### src/rtl/pcie_a7_4x_pipe_rate.sv
// PIPE rate-change sequencer: GT rate reprogram, PCLK 125/250 MHz switch, one PHYSTATUS pulse to the core.
// Latency: 2 sync + 6 FSM cycles + PCIE_SETTLE_CYCLES minimum; waits are bounded by PCIE_TIMEOUT_CYCLES.
module pcie_a7_4x_pipe_rate #(
    parameter int PCIE_LANE           = 4,
    parameter int PCIE_LINK_SPEED     = 2,
    parameter int PCIE_SETTLE_CYCLES  = 64,
    parameter int PCIE_TIMEOUT_CYCLES = 4096
) (
    input  logic                 RATE_CLK,
    input  logic                 RATE_RST_N,
    input  logic                 RATE_MMCM_LOCK,
    input  logic [1:0]           RATE_RATE_IN,
    input  logic [PCIE_LANE-1:0] RATE_TXRATEDONE,
    input  logic [PCIE_LANE-1:0] RATE_RXRATEDONE,
    input  logic [PCIE_LANE-1:0] RATE_PHYSTATUS,
    output logic [PCIE_LANE-1:0] RATE_PCLK_SEL,
    output logic [2:0]           RATE_RATE_OUT,
    output logic                 RATE_PHYSTATUS_OUT,
    output logic                 RATE_IDLE,
    output logic                 RATE_TIMEOUT,
    output logic [3:0]           RATE_FSM
);

    localparam logic [3:0] ST_IDLE      = 4'd0;
    localparam logic [3:0] ST_LOCK_WAIT = 4'd1;
    localparam logic [3:0] ST_RATE_SET  = 4'd2;
    localparam logic [3:0] ST_DONE_WAIT = 4'd3;
    localparam logic [3:0] ST_PCLK_SW   = 4'd4;
    localparam logic [3:0] ST_SETTLE    = 4'd5;
    localparam logic [3:0] ST_PHY_WAIT  = 4'd6;
    localparam logic [3:0] ST_DONE      = 4'd7;

    localparam int TW = $clog2(PCIE_TIMEOUT_CYCLES) + 1;
    localparam int SW = $clog2(PCIE_SETTLE_CYCLES) + 1;
    localparam logic [TW-1:0] TO_LAST     = TW'(PCIE_TIMEOUT_CYCLES - 1);
    localparam logic [SW-1:0] SETTLE_LOAD = SW'(PCIE_SETTLE_CYCLES - 1);

    logic [3:0]           r_state;
    logic [1:0]           r_rate_q1;
    logic [1:0]           r_rate_q2;
    logic                 r_cur_rate;
    logic                 r_tgt;
    logic                 r_rate_out;
    logic [PCIE_LANE-1:0] r_tx_mask;
    logic [PCIE_LANE-1:0] r_rx_mask;
    logic [PCIE_LANE-1:0] r_phy_mask;
    logic [PCIE_LANE-1:0] r_pclk_sel;
    logic [TW-1:0]        r_to_cnt;
    logic [SW-1:0]        r_settle_cnt;
    logic                 r_timeout;

    logic                 w_target;
    logic                 w_lock_lost;
    logic                 w_to_hit;
    logic [PCIE_LANE-1:0] w_tx_mask;
    logic [PCIE_LANE-1:0] w_rx_mask;
    logic [PCIE_LANE-1:0] w_phy_mask;

    // Gen3 and above are not supported by the GT here, so any non-zero request means Gen2.
    assign w_target    = (r_rate_q2 != 2'd0) && (PCIE_LINK_SPEED >= 2);
    assign w_lock_lost = !RATE_MMCM_LOCK && (r_state != ST_IDLE) && (r_state != ST_LOCK_WAIT);
    assign w_to_hit    = (r_to_cnt == TO_LAST);
    assign w_tx_mask   = r_tx_mask  | RATE_TXRATEDONE;
    assign w_rx_mask   = r_rx_mask  | RATE_RXRATEDONE;
    assign w_phy_mask  = r_phy_mask | RATE_PHYSTATUS;

    always_ff @(posedge RATE_CLK or negedge RATE_RST_N) begin
        if (!RATE_RST_N) begin
            r_state      <= ST_IDLE;
            r_rate_q1    <= '0;
            r_rate_q2    <= '0;
            r_cur_rate   <= 1'b0;
            r_tgt        <= 1'b0;
            r_rate_out   <= 1'b0;
            r_tx_mask    <= '0;
            r_rx_mask    <= '0;
            r_phy_mask   <= '0;
            r_pclk_sel   <= '0;
            r_to_cnt     <= '0;
            r_settle_cnt <= '0;
            r_timeout    <= 1'b0;
        end else begin
            r_rate_q1 <= RATE_RATE_IN;
            r_rate_q2 <= r_rate_q1;
            // Losing the MMCM mid-sequence restarts from RATE_SET once the clock is back.
            if (w_lock_lost) begin
                r_state <= ST_LOCK_WAIT;
            end else begin
                case (r_state)
                    ST_IDLE: begin
                        if (w_target != r_cur_rate)
                            r_state <= RATE_MMCM_LOCK ? ST_RATE_SET : ST_LOCK_WAIT;
                    end
                    ST_LOCK_WAIT: begin
                        if (RATE_MMCM_LOCK)
                            r_state <= ST_RATE_SET;
                    end
                    ST_RATE_SET: begin
                        r_tgt      <= w_target;
                        r_rate_out <= w_target;
                        r_tx_mask  <= '0;
                        r_rx_mask  <= '0;
                        r_to_cnt   <= '0;
                        r_state    <= ST_DONE_WAIT;
                    end
                    ST_DONE_WAIT: begin
                        r_tx_mask <= w_tx_mask;
                        r_rx_mask <= w_rx_mask;
                        if ((&w_tx_mask) && (&w_rx_mask)) begin
                            r_state <= ST_PCLK_SW;
                        end else if (w_to_hit) begin
                            r_timeout <= 1'b1;
                            r_state   <= ST_PCLK_SW;
                        end else begin
                            r_to_cnt <= r_to_cnt + 1'b1;
                        end
                    end
                    ST_PCLK_SW: begin
                        r_pclk_sel   <= {PCIE_LANE{r_tgt}};
                        r_settle_cnt <= SETTLE_LOAD;
                        r_state      <= ST_SETTLE;
                    end
                    ST_SETTLE: begin
                        if (r_settle_cnt == '0) begin
                            r_phy_mask <= '0;
                            r_to_cnt   <= '0;
                            r_state    <= ST_PHY_WAIT;
                        end else begin
                            r_settle_cnt <= r_settle_cnt - 1'b1;
                        end
                    end
                    ST_PHY_WAIT: begin
                        r_phy_mask <= w_phy_mask;
                        if (&w_phy_mask) begin
                            r_state <= ST_DONE;
                        end else if (w_to_hit) begin
                            r_timeout <= 1'b1;
                            r_state   <= ST_DONE;
                        end else begin
                            r_to_cnt <= r_to_cnt + 1'b1;
                        end
                    end
                    ST_DONE: begin
                        r_cur_rate <= r_tgt;
                        r_state    <= ST_IDLE;
                    end
                    default: r_state <= ST_IDLE;
                endcase
            end
        end
    end

    assign RATE_PCLK_SEL      = r_pclk_sel;
    assign RATE_RATE_OUT      = {2'b00, r_rate_out};
    assign RATE_PHYSTATUS_OUT = (r_state == ST_DONE);
    assign RATE_IDLE          = (r_state == ST_IDLE);
    assign RATE_TIMEOUT       = r_timeout;
    assign RATE_FSM           = r_state;

endmodule

### config.mk
export PLATFORM = sky130hd
export DESIGN_NAME = pcie_a7_4x_pipe_rate
export DESIGN_NICKNAME = d
export VERILOG_FILES = /design/src/rtl/pcie_a7_4x_pipe_rate.sv
export SDC_FILE = /design/constraint.sdc
export NUM_CORES = 1
export LEC_CHECK = 0
export ABC_AREA = 1
export CAP_MARGIN = 20
export CORE_MARGIN = 1
export CORE_UTILIZATION = 62
export CTS_BUF_LIST = sky130_fd_sc_hd__clkbuf_8
export CTS_CLUSTER_SIZE = 30
export DETAILED_ROUTE_END_ITERATION = 8
export GPL_ROUTABILITY_DRIVEN = 0
export PLACE_DENSITY = 0.95
export SYNTH_ARGS = -nofsm -noshare
export SYNTH_HDL_FRONTEND = slang
export SYNTH_SLANG_ARGS = --single-unit
export TNS_END_PERCENT = 5
### constraint.sdc
create_clock -name RATE_CLK -period 2.5 [get_ports RATE_CLK]
set_input_delay 0.5 -clock RATE_CLK [delete_from_list [all_inputs] [get_ports RATE_CLK]]
set_output_delay 0.5 -clock RATE_CLK [all_outputs]
set_load 0.01 [all_outputs]
Word-level counts from Yosys, hierarchy flattened
Index checks and enable logic that the tools add are counted.
- bitwise logic cells: 4
- reductions and logical operators: 25
- eq/ne operators: 19
- add/subtract/negate cells: 2
- mux-type cells: 25
- operators with widths (kind ; count):
    2-to-1 mux 13 bit ; 4
    one-hot mux 13 bit (4 select lines) ; 1
    2-to-1 mux 4 bit ; 9
    one-hot mux 4 bit (7 select lines) ; 1
    one-hot mux 4 bit (2 select lines) ; 3
    == test 4 x 3 -> 1 bit (second input constant) ; 4
    AND reduction 4 bit ; 4
    one-hot mux 7 bit (2 select lines) ; 1
    adder 13 x 1 -> 13 bit (second input constant) ; 1
    == test 13 x 12 -> 1 bit (second input constant) ; 1
    bitwise OR 4 bit ; 3
    AND reduction 5 bit ; 2
    nonzero test 2 bit ; 5
    == test 4 x 2 -> 1 bit (second input constant) ; 2
    != test 2 bit (second input constant) ; 4
    != test 4 bit (second input constant) ; 2
    AND reduction 2 bit ; 4
    nonzero test 4 bit ; 2
    zero test 7 bit ; 1
    2-to-1 mux 7 bit ; 1
    subtractor 7 x 1 -> 7 bit (second input constant) ; 1
    != test 3 bit (second input constant) ; 2
    AND reduction 3 bit ; 2
    == test 4 x 1 -> 1 bit (second input constant) ; 1
    other kinds (10) ; 14
- word-level logic and storage cells: 87
- register bits: 44
- input port bits: 17
- output and inout bits: 14

Logic depth before layout (Yosys ltp)
Gate-level depths: netlist of run 1.
- depth after elaboration: 6
- mapped depth: 11

Worst setup path before layout of run 1
No wires, ideal clock.
- kind: reg-to-reg
- start: reg r_settle_cnt[0]
- end: reg r_to_cnt[7]
- setup slack: 1.000 ns
- data required time: 2.383 ns
- arrival time: 1.383 ns
- cell stages (with the launch flop): 11
- period minus slack after synthesis: 1.500 ns
- path buffers: 1
- path through: dfrtp_1 inv_1 ha_1 inv_1 nor2_1 nand3_1 a21oi_2 nand4_2 buf_6 nand2_1 nand2_1
- longest elaborated chain between the ends: 3
- RTL lines (what ; RTL line ; source):
    start, declared ; 49 ; logic [SW-1:0] r_settle_cnt;
    start signal, assigned ; 129 ; r_settle_cnt <= r_settle_cnt - 1'b1;
    zero test 7 bit ; 124 ; if (r_settle_cnt == '0) begin
    != test 2 bit (no source line) ; n/a ;
    AND reduction 5 bit (no source line) ; n/a ;
    end signal, assigned ; 115 ; r_to_cnt <= r_to_cnt + 1'b1;
    end signal, assigned ; 140 ; r_to_cnt <= r_to_cnt + 1'b1;
    end, declared ; 48 ; logic [TW-1:0] r_to_cnt;
Every way passes these cells.
A chain may end at the register's enable or synchronous reset.

Worst setup path in the final report of run 1
- start: reg r_state[2], in the netlist RATE_FSM[2]
- end: out RATE_IDLE
- longest elaborated chain between the ends: 1
- RTL lines (what ; RTL line ; source):
    start, declared ; 38 ; logic [3:0] r_state;
    start signal, assigned ; 92 ; r_state <= RATE_MMCM_LOCK ? ST_RATE_SET : ST_LOCK_WAIT;
    zero test 4 bit ; 156 ; assign RATE_IDLE = (r_state == ST_IDLE);
    end, declared ; 19 ; output logic RATE_IDLE,
Every way passes these cells.

==> impl_metrics.ini, run 1 <==
[status]
status = completed

[worst_setup_path]
cp_slowest_cell = clkdlybuf4s50_1
path_cells = inv_2 -> nand2_2 -> nor2_1 -> clkdlybuf4s50_1
critPathArrivalTime_ps = 1770
required_ps = 2000
critical_path_class = reg2out
slowest_delay_ps = 570
start_kind = register
rrSetupSlack_ps = 650
cp_max_fo = 7
cp-end-kind = output port

[floorplan]
die_area_sq_um = 4260
start_util_pct = 66.3
boundaryPins = 31
core_area_sq_um = 3740
die_w_um = 65.3
die_h_um = 65.3
rows = 22

[detailed_routing]
routed_wl_um = 5040
routed_via_density = 5.27
drtAntennaViolNets = 0
wire_per_inst_um = 12.2
route.detailed.drc = 0
drtPass1Iterations = 4
vias = 2176
drtIter0Drc = 165

[yosys]
ys_top_cells_by_area = dfrtp_1 43%, nand2_1 16%, nor2_1 7.4%
synth_compound_area_share_pct = 7.16
yosys.area.top_type = dfrtp_1
syn-instance-count = 337
synth_top_family_by_area = simple AND/OR/NAND/NOR gates
synth-seq-cells = 43
seq_area_frac_synth_pct = 43.4
synth_mux_area_share_pct = 0
avgSynthCellArea_sq_um = 7.36
netlist.area_leader.share_pct = 43.4
synth-simple-area-share_pct = 35.4
synth_xor_area_share_pct = 2.47
synth_fa_ha_area_share_pct = 1.51
yosysWarnings = 0
yosys.cell_types.count = 30
syn_area_sq_um = 2480

[sta]
worst-slew-pin-transition_ps = 920
max_slew_margin_pct = 38.7
finalHoldViolCount = 0
setup-tns-final_ps = 0
max_freq_ghz = 0.441
slew_viol_final = 0
grt_setup_unrepaired = no
finalCritPeriodShare_pct = 90.7
setup_viol = 0
period_needed_ps = 2270
fin_skew_ps = 12.4

[clock_network]
post_cts_buffers = 0
post_cts_resized = 0
cts_buffers = 5
htreeDepth = 2
hold_buffers = 0
root_buffer = clkbuf_8
cts_buffer_depth = 2
clock-sinks = 43
path_clk_slew_ps = 90
cts_tree = built
clk_latency_ps = 310

[global_routing]
grt_util_all_layers_pct = 26.4
antenna_found_initial = 0
grt_first_pass_wirelength_um = 8680
grt_pass1_vias = 2024
grt_overflow = 0
grt_max_degree = 44

[cells_and_area]
drive_gt1_share_pct = 9.59
nets = 384
fin_util_pct = 76.1
n_antenna_cell = 0
syn_to_final_growth_pct = 14.8

[min_path]
hold_path.class = in2async

[placement]
dp_hpwl_um = 3620
portBuffers = 27

[pwr]
leakagePower_nw = 1.49
p_per_area_nw_per_um2 = 875
ir_drop_uv = 628

[flow_run]
drv_cap = 0
## layout by cell type (no fill, tap or decap), types with 5 or more instances in the layout
master	instances
nand2_1	106
nor2_1	49
dfrtp_1	43
inv_1	35
clkdlybuf4s50_1	26
nand3_1	17
o21ai_0	14
a21oi_1	12
inv_2	7
nand2_2	7
nand4_1	5
xor2_1	5
clkbuf_8	5
## cells in the mapped netlist
cell,count
o21ai_0,14
buf_4,7
nor2_4,2
a21boi_0,1
a21oi_2,1
dfrtp_1,43
nand3_2,2
nand2_2,7
a22oi_1,1
nor2_8,1
nor3_1,2
clkinv_1,1
xnor2_1,2
nand4_2,1
inv_1,35
nand3_1,17
nand2_1,106
o21bai_1,2
a21oi_1,12
o2bb2ai_1,1
nand4_1,5
nand2_4,2
nand3b_1,2
xor2_1,5
buf_6,3
nor2_1,49
nor2_2,2
ha_1,3
conb_1,1
inv_2,7
## layer usage
layer / wire [um] / global-route usage [%]
met2: 2450 / 42.8
met5: 0 / 0
met3: 249 / 5.21
met1: 2230 / 34.3
met4: 105 / 11.4
## worst max-delay path: cells and delay by family (launching register included)
kind | cells | cell delay (ps)
and+or+nand+nor | 2 | 250
buffers and inverters | 2 | 740
DFF | 1 | 470
## registers in the layout, summed over array words and instances, names as in the netlist
name and count:
RATE_FSM 3, RATE_PCLK_SEL 1, RATE_TIMEOUT 1, r_cur_rate 1, r_phy_mask 4, r_rate_out 1, r_rate_q1 2, r_rate_q2 2
r_rx_mask 4, r_settle_cnt 7, r_to_cnt 13, r_tx_mask 4
## logic make-up after synthesis
family / count (synthesis)
adders and majority gates: 3
AOI/OAI and AO/OA: 32
and+or+nand+nor: 198
other: 1
xor gates and xnor gates: 7
buffers and inverters: 53
DFF: 43
## area by class of cell
type / count / area (sq um)
fillers: 259 / 896
clock buffers: 5 / 68.8
well taps: 48 / 60.1
clock inverters: 3 / 43.8
flip-flops and latches: 43 / 1080
inverters: 43 / 161
multi-input cells: 243 / 1160
repair buffers: 28 / 273
## worst paths after layout
path | end | startpoint | depth (start not counted)
max reg2reg | r_to_cnt[6] | r_settle_cnt[0] | 9
min in group RATE_CLK | r_rate_q2[1] | r_rate_q1[1] | 0
min reg2reg | r_rate_q2[1] | r_rate_q1[1] | 0
max | RATE_IDLE | RATE_FSM[2] | 4
max in group asynchronous | r_to_cnt[1] | RATE_RST_N | 1
min | r_settle_cnt[3] | RATE_RST_N | 1
## report_power, final
part           internal, mW  switching, mW  leakage (nW)
sequential            0.855          0.138         0.551
combinational         0.379          0.571         0.878
clock                 0.298          0.253        0.0581
total                  1.53          0.961          1.49
## stage by stage
stage               hold WS, ps  cell area, sq um  power, mW  worst slack (ps)  cells
floorplan                   204              2490       1.70              1000    339
finish                      318              2850       2.49               232    413
detailed placement          336              2740       1.94               348    405
global placement            331              2740       1.90               440    405
CTS                         355              2850       2.49               241    413
global route                358              2850       2.67               174    413
(Power assumes the default switching activity.)
==> run 2, diff against run 1 <==
--- a/config.mk
+++ b/config.mk
@@ -6,10 +6,9 @@
 export NUM_CORES = 1
 export LEC_CHECK = 0
 export ABC_AREA = 1
-export CAP_MARGIN = 20
 export CORE_MARGIN = 1
 export CORE_UTILIZATION = 62
-export CTS_BUF_LIST = sky130_fd_sc_hd__clkbuf_8
+export CTS_BUF_LIST = sky130_fd_sc_hd__clkbuf_4 sky130_fd_sc_hd__clkbuf_8
 export CTS_CLUSTER_SIZE = 30
 export DETAILED_ROUTE_END_ITERATION = 8
 export GPL_ROUTABILITY_DRIVEN = 0
==> results of run 2 <==
Same layout as run 1: the final DEF is identical, and so are final timing and power.
